--- src/rtl/sap1_loader_pkg.sv ---
// Shared definitions for the SAP-1 front-panel program loader.
// Latency: n/a (types and constants only).
// Backpressure: n/a.
package sap1_loader_pkg;

  // Default geometry of the SAP-1 16x8 RAM and the write-strobe width.
  localparam int DEF_ADDR_W       = 4;
  localparam int DEF_DATA_W       = 8;
  localparam int DEF_WRITE_CYCLES = 2;

  // Width of the write-pulse down-counter; strobe widths 1..15 fit in 4 bits.
  localparam int TMR_W = 4;

  // Loader sequencing states.
  typedef enum logic [2:0] {
    ST_IDLE   = 3'd0,
    ST_ACCEPT = 3'd1,
    ST_SETUP  = 3'd2,
    ST_WRITE  = 3'd3,
    ST_HOLD   = 3'd4,
    ST_DONE   = 3'd5
  } state_t;

endpackage

--- src/rtl/program_loader_if.sv ---
// Byte-stream input and RAM programming bus of the program loader.
// Latency: n/a (signal bundle only).
// Backpressure: DATA_READY qualifies DATA_VALID; a byte moves when both are high at a rising edge.
interface program_loader_if
  import sap1_loader_pkg::*;
#(
  parameter int ADDR_W = DEF_ADDR_W,
  parameter int DATA_W = DEF_DATA_W
);

  logic [DATA_W-1:0] DATA_IN;
  logic              DATA_VALID;
  logic              DATA_READY;
  logic [ADDR_W-1:0] PROG_ADDR;
  logic [DATA_W-1:0] PROG_DATA;
  logic              PROG_WE_bar;

  // Byte source side: offers bytes, observes the RAM programming path.
  modport master (
    output DATA_IN, DATA_VALID,
    input  DATA_READY, PROG_ADDR, PROG_DATA, PROG_WE_bar
  );

  // Loader side: accepts bytes and drives the RAM programming path.
  modport slave (
    input  DATA_IN, DATA_VALID,
    output DATA_READY, PROG_ADDR, PROG_DATA, PROG_WE_bar
  );

endinterface

--- src/rtl/program_loader_write_pulse_timer.sv ---
// Loadable down-counter that times the width of the RAM write strobe.
// Latency: expired rises WRITE_CYCLES-1 clocks after the loading edge (same cycle when WRITE_CYCLES=1).
// Backpressure: none; start reloads the counter unconditionally.
module write_pulse_timer #(
  parameter int CNT_W = 4
) (
  input  logic             CLK,
  input  logic             CLR_bar,
  input  logic             start,
  input  logic [CNT_W-1:0] WRITE_CYCLES,
  output logic             expired
);

  logic [CNT_W-1:0] count;

  // Load on start so the first strobe clock already counts; then count down and park at zero.
  always_ff @(posedge CLK) begin
    if (!CLR_bar) begin
      count <= '0;
    end else if (start) begin
      count <= WRITE_CYCLES - CNT_W'(1);
    end else if (count != '0) begin
      count <= count - CNT_W'(1);
    end
  end

  // Zero marks the last clock of the strobe.
  assign expired = (count == '0);

endmodule

--- src/rtl/program_loader.sv ---
// SAP-1 program loader: takes bytes over valid/ready and writes them to RAM with timed strobes, then releases the CPU.
// Latency: byte accepted at edge E -> strobe low E+1..E+WRITE_CYCLES -> ready again from edge E+WRITE_CYCLES+2.
// Backpressure: DATA_READY is high only while waiting for a byte; low through setup, strobe, hold and after loading.
module program_loader
  import sap1_loader_pkg::*;
#(
  parameter int ADDR_W       = DEF_ADDR_W,
  parameter int DATA_W       = DEF_DATA_W,
  parameter int DEPTH        = 2 ** ADDR_W,
  parameter int WRITE_CYCLES = DEF_WRITE_CYCLES
) (
  input  logic              CLK,
  input  logic              CLR_bar,
  input  logic              LOAD_START,
  input  logic              RUN_START,
  input  logic              LOAD_END,
  program_loader_if.slave   bus,
  output logic              CPU_CLR_bar,
  output logic              RUN,
  output logic [ADDR_W:0]   BYTES_LOADED
);

  localparam int                BYTES_W   = ADDR_W + 1;
  localparam logic [ADDR_W-1:0] LAST_ADDR = ADDR_W'(DEPTH - 1);
  localparam logic [TMR_W-1:0]  WC_LOAD   = TMR_W'(WRITE_CYCLES);

  state_t              state_q, state_d;
  logic                end_flag_q, end_flag_d;
  logic                ready_q, ready_d;
  logic [ADDR_W-1:0]   addr_q, addr_d;
  logic [DATA_W-1:0]   data_q, data_d;
  logic                we_bar_q, we_bar_d;
  logic                clr_bar_q, clr_bar_d;
  logic                run_q, run_d;
  logic [BYTES_W-1:0]  bytes_q, bytes_d;

  logic                timer_start;
  logic                timer_expired;

  // The strobe counter is loaded during SETUP so it is already running on the first WRITE clock.
  assign timer_start = (state_q == ST_SETUP);

  write_pulse_timer #(
    .CNT_W (TMR_W)
  ) u_write_pulse_timer (
    .CLK          (CLK),
    .CLR_bar      (CLR_bar),
    .start        (timer_start),
    .WRITE_CYCLES (WC_LOAD),
    .expired      (timer_expired)
  );

  // State register.
  always_ff @(posedge CLK) begin
    if (!CLR_bar) begin
      state_q <= ST_IDLE;
    end else begin
      state_q <= state_d;
    end
  end

  // Next state and next values of every registered output; outputs reflect the state being entered.
  always_comb begin
    state_d    = state_q;
    end_flag_d = end_flag_q;
    ready_d    = 1'b0;
    addr_d     = addr_q;
    data_d     = data_q;
    we_bar_d   = 1'b1;
    clr_bar_d  = clr_bar_q;
    run_d      = run_q;
    bytes_d    = bytes_q;

    case (state_q)
      ST_IDLE: begin
        clr_bar_d = 1'b0;
        run_d     = 1'b0;
        // LOAD_START has priority over RUN_START.
        if (LOAD_START) begin
          state_d = ST_ACCEPT;
          ready_d = 1'b1;
          addr_d  = '0;
          bytes_d = '0;
        end else if (RUN_START) begin
          state_d   = ST_DONE;
          clr_bar_d = 1'b1;
          run_d     = 1'b1;
        end
      end

      ST_ACCEPT: begin
        if (bus.DATA_VALID && ready_q) begin
          // A byte that arrives with LOAD_END is still written, then loading stops.
          state_d    = ST_SETUP;
          data_d     = bus.DATA_IN;
          end_flag_d = LOAD_END;
        end else if (LOAD_END) begin
          state_d   = ST_DONE;
          clr_bar_d = 1'b1;
          run_d     = 1'b1;
        end else begin
          ready_d = 1'b1;
        end
      end

      ST_SETUP: begin
        state_d  = ST_WRITE;
        we_bar_d = 1'b0;
      end

      ST_WRITE: begin
        if (timer_expired) begin
          state_d = ST_HOLD;
        end else begin
          we_bar_d = 1'b0;
        end
      end

      ST_HOLD: begin
        bytes_d = bytes_q + BYTES_W'(1);
        // The address never wraps: the last location ends the session.
        if (end_flag_q || (addr_q == LAST_ADDR)) begin
          state_d   = ST_DONE;
          clr_bar_d = 1'b1;
          run_d     = 1'b1;
        end else begin
          state_d = ST_ACCEPT;
          ready_d = 1'b1;
          addr_d  = addr_q + ADDR_W'(1);
        end
      end

      ST_DONE: begin
        // RUN_START is meaningless here; only a new load leaves DONE.
        if (LOAD_START) begin
          state_d   = ST_ACCEPT;
          ready_d   = 1'b1;
          addr_d    = '0;
          bytes_d   = '0;
          clr_bar_d = 1'b0;
          run_d     = 1'b0;
        end
      end

      default: begin
        state_d   = ST_IDLE;
        clr_bar_d = 1'b0;
        run_d     = 1'b0;
      end
    endcase
  end

  // Output and datapath registers; reset releases the strobe and holds the CPU in clear.
  always_ff @(posedge CLK) begin
    if (!CLR_bar) begin
      end_flag_q <= 1'b0;
      ready_q    <= 1'b0;
      addr_q     <= '0;
      data_q     <= '0;
      we_bar_q   <= 1'b1;
      clr_bar_q  <= 1'b0;
      run_q      <= 1'b0;
      bytes_q    <= '0;
    end else begin
      end_flag_q <= end_flag_d;
      ready_q    <= ready_d;
      addr_q     <= addr_d;
      data_q     <= data_d;
      we_bar_q   <= we_bar_d;
      clr_bar_q  <= clr_bar_d;
      run_q      <= run_d;
      bytes_q    <= bytes_d;
    end
  end

  assign bus.DATA_READY  = ready_q;
  assign bus.PROG_ADDR   = addr_q;
  assign bus.PROG_DATA   = data_q;
  assign bus.PROG_WE_bar = we_bar_q;
  assign CPU_CLR_bar     = clr_bar_q;
  assign RUN             = run_q;
  assign BYTES_LOADED    = bytes_q;

endmodule
--- src/flat_wrapper.sv ---
// flat-port wrapper written by rule: the top's interface ports become plain ports
module program_loader_flat import sap1_loader_pkg::*;
#(
  parameter int ADDR_W       = DEF_ADDR_W,
  parameter int DATA_W       = DEF_DATA_W,
  parameter int DEPTH        = 2 ** ADDR_W,
  parameter int WRITE_CYCLES = DEF_WRITE_CYCLES
)
  (CLK, CLR_bar, LOAD_START, RUN_START, LOAD_END, CPU_CLR_bar, RUN, BYTES_LOADED, bus_DATA_IN, bus_DATA_VALID, bus_DATA_READY, bus_PROG_ADDR, bus_PROG_DATA, bus_PROG_WE_bar);
  program_loader_if #(.ADDR_W(ADDR_W), .DATA_W(DATA_W)) bus_i ();
  input  logic CLK;
  input  logic CLR_bar;
  input  logic LOAD_START;
  input  logic RUN_START;
  input  logic LOAD_END;
  output logic CPU_CLR_bar;
  output logic RUN;
  output logic [ADDR_W:0] BYTES_LOADED;
  input wire logic [$bits(bus_i.DATA_IN)-1:0] bus_DATA_IN;
  input wire logic [$bits(bus_i.DATA_VALID)-1:0] bus_DATA_VALID;
  output wire logic [$bits(bus_i.DATA_READY)-1:0] bus_DATA_READY;
  output wire logic [$bits(bus_i.PROG_ADDR)-1:0] bus_PROG_ADDR;
  output wire logic [$bits(bus_i.PROG_DATA)-1:0] bus_PROG_DATA;
  output wire logic [$bits(bus_i.PROG_WE_bar)-1:0] bus_PROG_WE_bar;
  assign bus_i.DATA_IN = bus_DATA_IN;
  assign bus_i.DATA_VALID = bus_DATA_VALID;
  assign bus_DATA_READY = bus_i.DATA_READY;
  assign bus_PROG_ADDR = bus_i.PROG_ADDR;
  assign bus_PROG_DATA = bus_i.PROG_DATA;
  assign bus_PROG_WE_bar = bus_i.PROG_WE_bar;
  program_loader #(.ADDR_W(ADDR_W), .DATA_W(DATA_W), .DEPTH(DEPTH), .WRITE_CYCLES(WRITE_CYCLES)) u_core (.CLK(CLK), .CLR_bar(CLR_bar), .LOAD_START(LOAD_START), .RUN_START(RUN_START), .LOAD_END(LOAD_END), .bus(bus_i), .CPU_CLR_bar(CPU_CLR_bar), .RUN(RUN), .BYTES_LOADED(BYTES_LOADED));
endmodule
--- config.mk ---
export PLATFORM = sky130hd
export DESIGN_NAME = program_loader_flat
export DESIGN_NICKNAME = d
export VERILOG_FILES = /design/src/rtl/sap1_loader_pkg.sv /design/src/rtl/program_loader_if.sv /design/src/rtl/program_loader_write_pulse_timer.sv /design/src/rtl/program_loader.sv /design/src/flat_wrapper.sv
export SDC_FILE = /design/constraint.sdc
export NUM_CORES = 1
export LEC_CHECK = 0
export ABC_AREA = 1
export BUFFER_PORTS_ARGS = -buffer_cell sky130_fd_sc_hd__clkbuf_2
export CAP_MARGIN = 15
export CORE_MARGIN = 2
export CORE_UTILIZATION = 56
export DETAILED_ROUTE_END_ITERATION = 10
export PLACE_DENSITY = 0.82
export SLEW_MARGIN = 20
export SYNTH_ARGS = -nofsm -noshare
export SYNTH_HDL_FRONTEND = slang
export SYNTH_SLANG_ARGS = --single-unit
--- constraint.sdc ---
create_clock -name CLK -period 2.07 [get_ports CLK]
set_clock_uncertainty 0.05 [all_clocks]
set_input_delay 0.3105 -clock CLK [delete_from_list [all_inputs] [get_ports CLK]]
set_output_delay 0.3105 -clock CLK [all_outputs]
set_load 0.02 [all_outputs]
Yosys cells after proc, flatten, opt, wreduce, memory -nomap -nowiden
Cells that the tools add are included.
{"block": "word_totals", "out_inout_bits": 21, "register_bits": 28, "elab_cells": 74}
{"block": "op_classes", "bitwise_logic": 2, "n_addsub": 3, "eq_ne": 15, "muxes": 29, "n_reduce_logical": 15}
{"cell": "3-bit two-way mux", "count": 7}
{"cell": "3-bit one-hot mux with 6 select lines", "count": 1}
{"cell": "1-bit two-way mux", "count": 13}
{"cell": "5-bit one-hot mux with 2 select lines", "count": 1}
{"cell": "4-bit two-way mux", "count": 2}
{"cell": "2-bit != test, second input constant", "count": 4}
{"cell": "4-bit one-hot mux with 2 select lines", "count": 1}
{"cell": "3-bit by 2-bit equality test with 1-bit output, second input constant", "count": 2}
{"cell": "3-bit equality test, second input constant", "count": 2}
{"cell": "2-bit by 1-bit != test with 1-bit output, second input constant", "count": 3}
{"cell": "2-bit OR reduction", "count": 3}
{"cell": "5-bit by 1-bit adder with 5-bit output, second input constant", "count": 1}
{"cell": "5-bit two-way mux", "count": 1}
{"cell": "1-bit one-hot mux with 5 select lines", "count": 1}
{"cell": "5-bit AND reduction", "count": 1}
{"cell": "4-bit by 1-bit adder with 4-bit output, second input constant", "count": 1}
{"cell": "4-bit equality test, second input constant", "count": 1}
{"cell": "4-bit zero test", "count": 1}
{"cell": "2-bit AND reduction", "count": 2}
{"cell": "4-bit AND reduction", "count": 1}
{"cell": "2-bit nonzero test", "count": 2}
{"cell": "4-bit nonzero test", "count": 1}
{"cell": "4-bit by 1-bit subtractor with 4-bit output, second input constant", "count": 1}
{"cell": "3-bit by 1-bit equality test with 1-bit output, second input constant", "count": 1}
{"cell": "other kinds (9)", "count": 10}

Depth between registers and ports, before layout
{"block": "depth", "ltp_word": 4, "mapped_depth": 10, "mapped_depth_nobuf": 10}

Cells and area by module
Synthesis repeated with hierarchy kept, for this count alone.
{"block": "unflattened", "cells_unflattened": 226, "hier_area_um2": 1566.5}
{"mod": "program_loader", "instances": 1, "seq_area_each_um2": 480.5, "cells_per_inst": 178, "area_each_um2": 1270.0}
{"mod": "write_pulse_timer", "instances": 1, "seq_area_each_um2": 80.1, "cells_per_inst": 48, "area_each_um2": 296.5}

Worst setup path before layout
Ideal clock, no wire load.
{"block": "synth_path", "path_kind": "register to register", "from": "reg u_core.addr_q[0], in the netlist u_core.bus.PROG_ADDR[0]", "to": "reg u_core.ready_q, in the netlist u_core.bus.DATA_READY", "arrival_time_ns": 1.280, "path_stages_with_launch": 11, "path_slack_ns": 0.631, "path_cell_list": "dfxtp_1 > ha_1 > nand3_1 > nand2_1 > nor2_2 > inv_2 > nand2_8 > inv_2 > nand2_2 > nand2_1 > inv_1"}
{"block": "synth_via", "elab_chain_cells": 4}
{"element": "start: declaration", "line": "program_loader.sv:30", "source": "logic [ADDR_W-1:0] addr_q, addr_d;"}
{"element": "start signal: assignment", "line": "program_loader.sv:167", "source": "addr_q <= addr_d;"}
{"element": "4-bit equality test", "line": "program_loader.sv:122", "source": "if (end_flag_q || (addr_q == LAST_ADDR)) begin"}
{"element": "1-bit logical OR", "line": "program_loader.sv:122"}
{"element": "1-bit two-way mux", "line": "program_loader.sv:122"}
{"element": "1-bit one-hot mux with 3 select lines", "line": "program_loader.sv:74", "source": "case (state_q)"}
{"element": "end signal: assignment", "line": "program_loader.sv:166", "source": "ready_q <= ready_d;"}
{"element": "end: declaration", "line": "program_loader.sv:29", "source": "logic ready_q, ready_d;"}
Every way passes these cells.
A chain may end at the register's enable or synchronous reset.

Worst setup path in the final report
{"block": "layout_path", "from": "reg u_core.state_q[2]", "to": "reg u_core.clr_bar_q, in the netlist u_core.CPU_CLR_bar"}
{"block": "layout_via", "elab_chain_cells": 4}
{"element": "start: declaration", "line": "program_loader.sv:27", "source": "state_t state_q, state_d;"}
{"element": "start signal: assignment", "line": "program_loader.sv:58", "source": "state_q <= state_d;"}
{"element": "3-bit by 2-bit equality test with 1-bit output", "line": "program_loader.sv:74"}
{"element": "2-bit OR reduction (no source line)"}
{"element": "1-bit NOT (no source line)"}
{"element": "5-bit AND reduction (no source line)"}
{"element": "end signal: assignment", "line": "program_loader.sv:170", "source": "clr_bar_q <= clr_bar_d;"}
{"element": "end: declaration", "line": "program_loader.sv:33", "source": "logic clr_bar_q, clr_bar_d;"}
Parallel ways exist; a longest one is shown, timed or not.

==> out/results.tsv <==
stage	metric	value	unit
sta	Tcrit/Tclk final	72.85	%
detailed_routing	DR WL/cell	10.84	um
placed_design	Placer Congestion	0.9175	
clock_tree	Clock Sinks	28	
clock_tree	CTS Buf Count	3	
sta	f_max	663.1	MHz
power	Net Sw Frac	39.05	%
critical_path	CP bufs+invs	0	
sta	RSZ-0062 raised after global routing	no	
power	Clock Power Share	14.5	%
power	power per cell area	913.4	mW/mm^2
clock_tree	Clk Latency, worst-skew pair	320	ps
sta	TNS Setup	0	ps
sta	Final Hold Fails	0	
logic_synthesis	post-synth top area cell	dfxtp_1	
critical_path	Max stage delay on crit path	550	ps
power	Internal	0.0009069	W
global_routing	vias in the first global route	1134	
cells_and_area	Nets	252	
clock_tree	H-tree level count	1	
die	Top-Level Pins	35	
sta	WHS	179.6	ps
clock_tree	clock-pin slew on the worst setup and hold paths	140	ps
critical_path	critical-path cell list	nor2_1 -> nand2_1 -> nand2_1 -> nor2_1 -> nand3_1 -> nand2_1 -> nor2_1	
logic_synthesis	Unique masters post-synth	26	
die	full die area	0.002974	mm^2
placed_design	I/O Buffers	34	
cells_and_area	number of diodes	0	
logic_synthesis	top post-synthesis cells by area	dfxtp_1 (39%), nor2_1 (11%), nand2_1 (9.2%)	
clock_tree	cts repair resizes	0	
detailed_routing	Routed WL	2850	um
logic_synthesis	most numerous cell in the Yosys netlist	nor2_1	
cells_and_area	FILL cells	237	
outcome	status	completed	
die	height of the die	54.54	um
global_routing	Global Route Usage Sum	21.65	%
detailed_routing	DRC	0	
power	net load switching power	0.0005811	W
critical_path	Slowest cell on crit path	dfxtp_1	
die	chip width	54.54	um
cells_and_area	area of the multi-input gates	763.2	um^2
logic_synthesis	top cells by count, synth	nor2_1 (43), nand2_1 (35), dfxtp_1 (28)	
power	Comb power frac	38.4	%
sta	endpoints failing setup	0	
global_routing	overflow left after global routing	0	
die	num rows	18	
sta	Slew @ Worst Pin	382.8	ps
logic_synthesis	flops & latches, synth	28	
logic_synthesis	top-area cell type share of the netlist area	39.20	%
global_routing	largest net degree at the start of global routing	22	
worst_hold_path	Hold/Removal Path Class	primary input to register	
die	initial core utilization	58.26	%
critical_path	Crit path max-delay family	simple AND/OR/NAND/NOR gates	
die	Core Box Area	0.002455	mm^2
detailed_routing	antenna-violating nets left	0	
worst_hold_path	HP Start	bus_DATA_IN[2]	
critical_path	R2R Path Start	u_core.state_q[2]	
logic_synthesis	Yosys warnings	0	
clock_tree	CTS Buffer Depth	2	
logic_synthesis	Seq/Total Area, Yosys	39.20	%
power	Reg power frac	47.1	%
critical_path	Critical Path Source Type	register	
power	Lkg Pwr	0.7845	nW
logic_synthesis	post-synth net total	218	
detailed_routing	drt pass-1 iters	4	
detailed_routing	detailed router's first-iteration violation count	21	
cells_and_area	synth-to-layout area growth	13.91	%
critical_path	worst path arrival time	1700	ps
critical_path	CP required	2260	ps
placed_design	hpwl dp	2183	um
power	Worst IR Drop VDD	0.9191	mV
logic_synthesis	Syn Inst Count	201	
clock_tree	Post-CTS Setup Inserts	0	
logic_synthesis	async set-reset flop share out of synthesis	0	%
detailed_routing	via count	1348	
clock_tree	Hold Buf Count CTS	0	
global_routing	initial antenna violation count	0	
global_routing	first-pass GRT wire length	4726	um
critical_path	Setup CP Type	register to register	
clock_tree	CTS tree	yes	
cells_and_area	Sequential Area	560.5	um^2
critical_path	Critical Path End Type	register	
critical_path	Critical Path Source	u_core.state_q[2]	
sta	Slew headroom	74.48	%
logic_synthesis	syn_area_per_cell	7.115	um^2
logic_synthesis	Mapped Area	0.001430	mm^2
detailed_routing	average vias per placed instance	5.125	
run	max cap viols	0	
sta	fin crit period	1508	ps
logic_synthesis	Post-synth EDFFs	0	
critical_path	crit-path max FO	13	
sta	Max Slew Vio Count	0	
logic_synthesis	main flop type after synthesis	dfxtp_1	
clock_tree	root buf cell	clkbuf_4	
cells_and_area	share of cells above drive strength 1	23.61	%
per-layer routing:
metal | vias to the layer above | routed length [um] | share of wire [%] | GRT usage (%)
met2 | 29 | 1313 | 46 | 35.94
met5 | - | 0 | 0 | 0
met1 | 607 | 1388 | 49 | 27.95
met3 | 2 | 129 | 4.5 | 5.738
li1 | 710 | - | - | -
met4 | 0 | 19 | 0.67 | 5.000
kinds of logic (layout without fill, tap and decap cells):
group                      Yosys count  after routing  synth area share (%)
adders and majority gates            3              3                 2.625
xor gates and xnor gates             5              5                 3.062
AOI/OAI and AO/OA                   26             26                 10.06
buffers and inverters               25             57                 7.436
and+or+nand+nor                    114            114                 37.62
DFF                                 28             28                 39.20
per-stage QoR:
stage / utilization [%] / cells / instance area (um^2) / power (W) / setup slack [ps]
after floorplan: - / 201 / 1430 / 0.001170 / 631.0
after global placement: 65.44 / 260 / 1607 / 0.001276 / 621.9
after detailed placement: 65.44 / 260 / 1607 / 0.001285 / 570.1
after CTS: 66.36 / 263 / 1629 / 0.001503 / 554.5
after global routing: 66.36 / 263 / 1629 / 0.001601 / 359.3
final: 66.36 / 263 / 1629 / 0.001488 / 562.0
area by class of cell:
cell class / instances / area share [%]
multi-input combinational: 148 / 46.85
sequential: 28 / 34.41
tap: 30 / 2.304
timing repair buffer: 34 / 10.45
clock buffer: 3 / 1.382
inverter: 20 / 4.608
worst reg2reg max path: cells and delay by family, from the launching register on:
| family | cells | cell delay (ps) |
|---|---|---|
| DFF | 1 | 550 |
| and+or+nand+nor | 7 | 830 |
sequential cells by signal, indices dropped and copies added, names as in the netlist:
| register | cells |
|---|---|
| u_core.state_q | 3 |
| u_core.bus.PROG_DATA | 8 |
| u_core.bus.PROG_ADDR | 4 |
| u_core.bus.DATA_READY | 1 |
| u_core.BYTES_LOADED | 5 |
| u_core.bus.PROG_WE_bar | 1 |
| u_core.CPU_CLR_bar | 1 |
| u_core.u_write_pulse_timer.count | 4 |
| u_core.end_flag_q | 1 |
cell usage in the layout, fill, tap and decap left out:
cell type,n
ha_1,3
o22ai_1,1
nor2_1,43
o21ai_1,1
dfxtp_1,28
nand3_1,15
xnor2_1,4
clkbuf_2,34
inv_2,4
a211oi_1,1
inv_1,16
o21ai_0,10
nand2_1,35
nand2_2,4
nor3_1,3
nand4_1,6
nand2_4,3
clkbuf_4,3
o211ai_1,1
xor2_1,1
a21oi_1,10
nor2_2,3
o21ai_2,1
nand2_8,2
a21oi_2,1
power groups by stage:
stage,logic (W),registers [W],clock network (W)
CTS,0.000576,0.000701,0.000226
floorplan,0.000436,0.000734,0
finish,0.000571,0.000701,0.000215
global placement,0.000564,0.000712,0
detailed placement,0.000573,0.000712,0
global route,0.000648,0.000716,0.000237
path summary, 6_finish.rpt:
kind         cells past startpoint                 endpoint  slack (ps)
max                              7       u_core.CPU_CLR_bar         560
min reg2reg                      2        u_core.end_flag_q         430
min                              3  u_core.bus.PROG_DATA[2]         180
max reg2reg                      7       u_core.CPU_CLR_bar         560
Note: power is estimated with default switching activity, not from simulation.
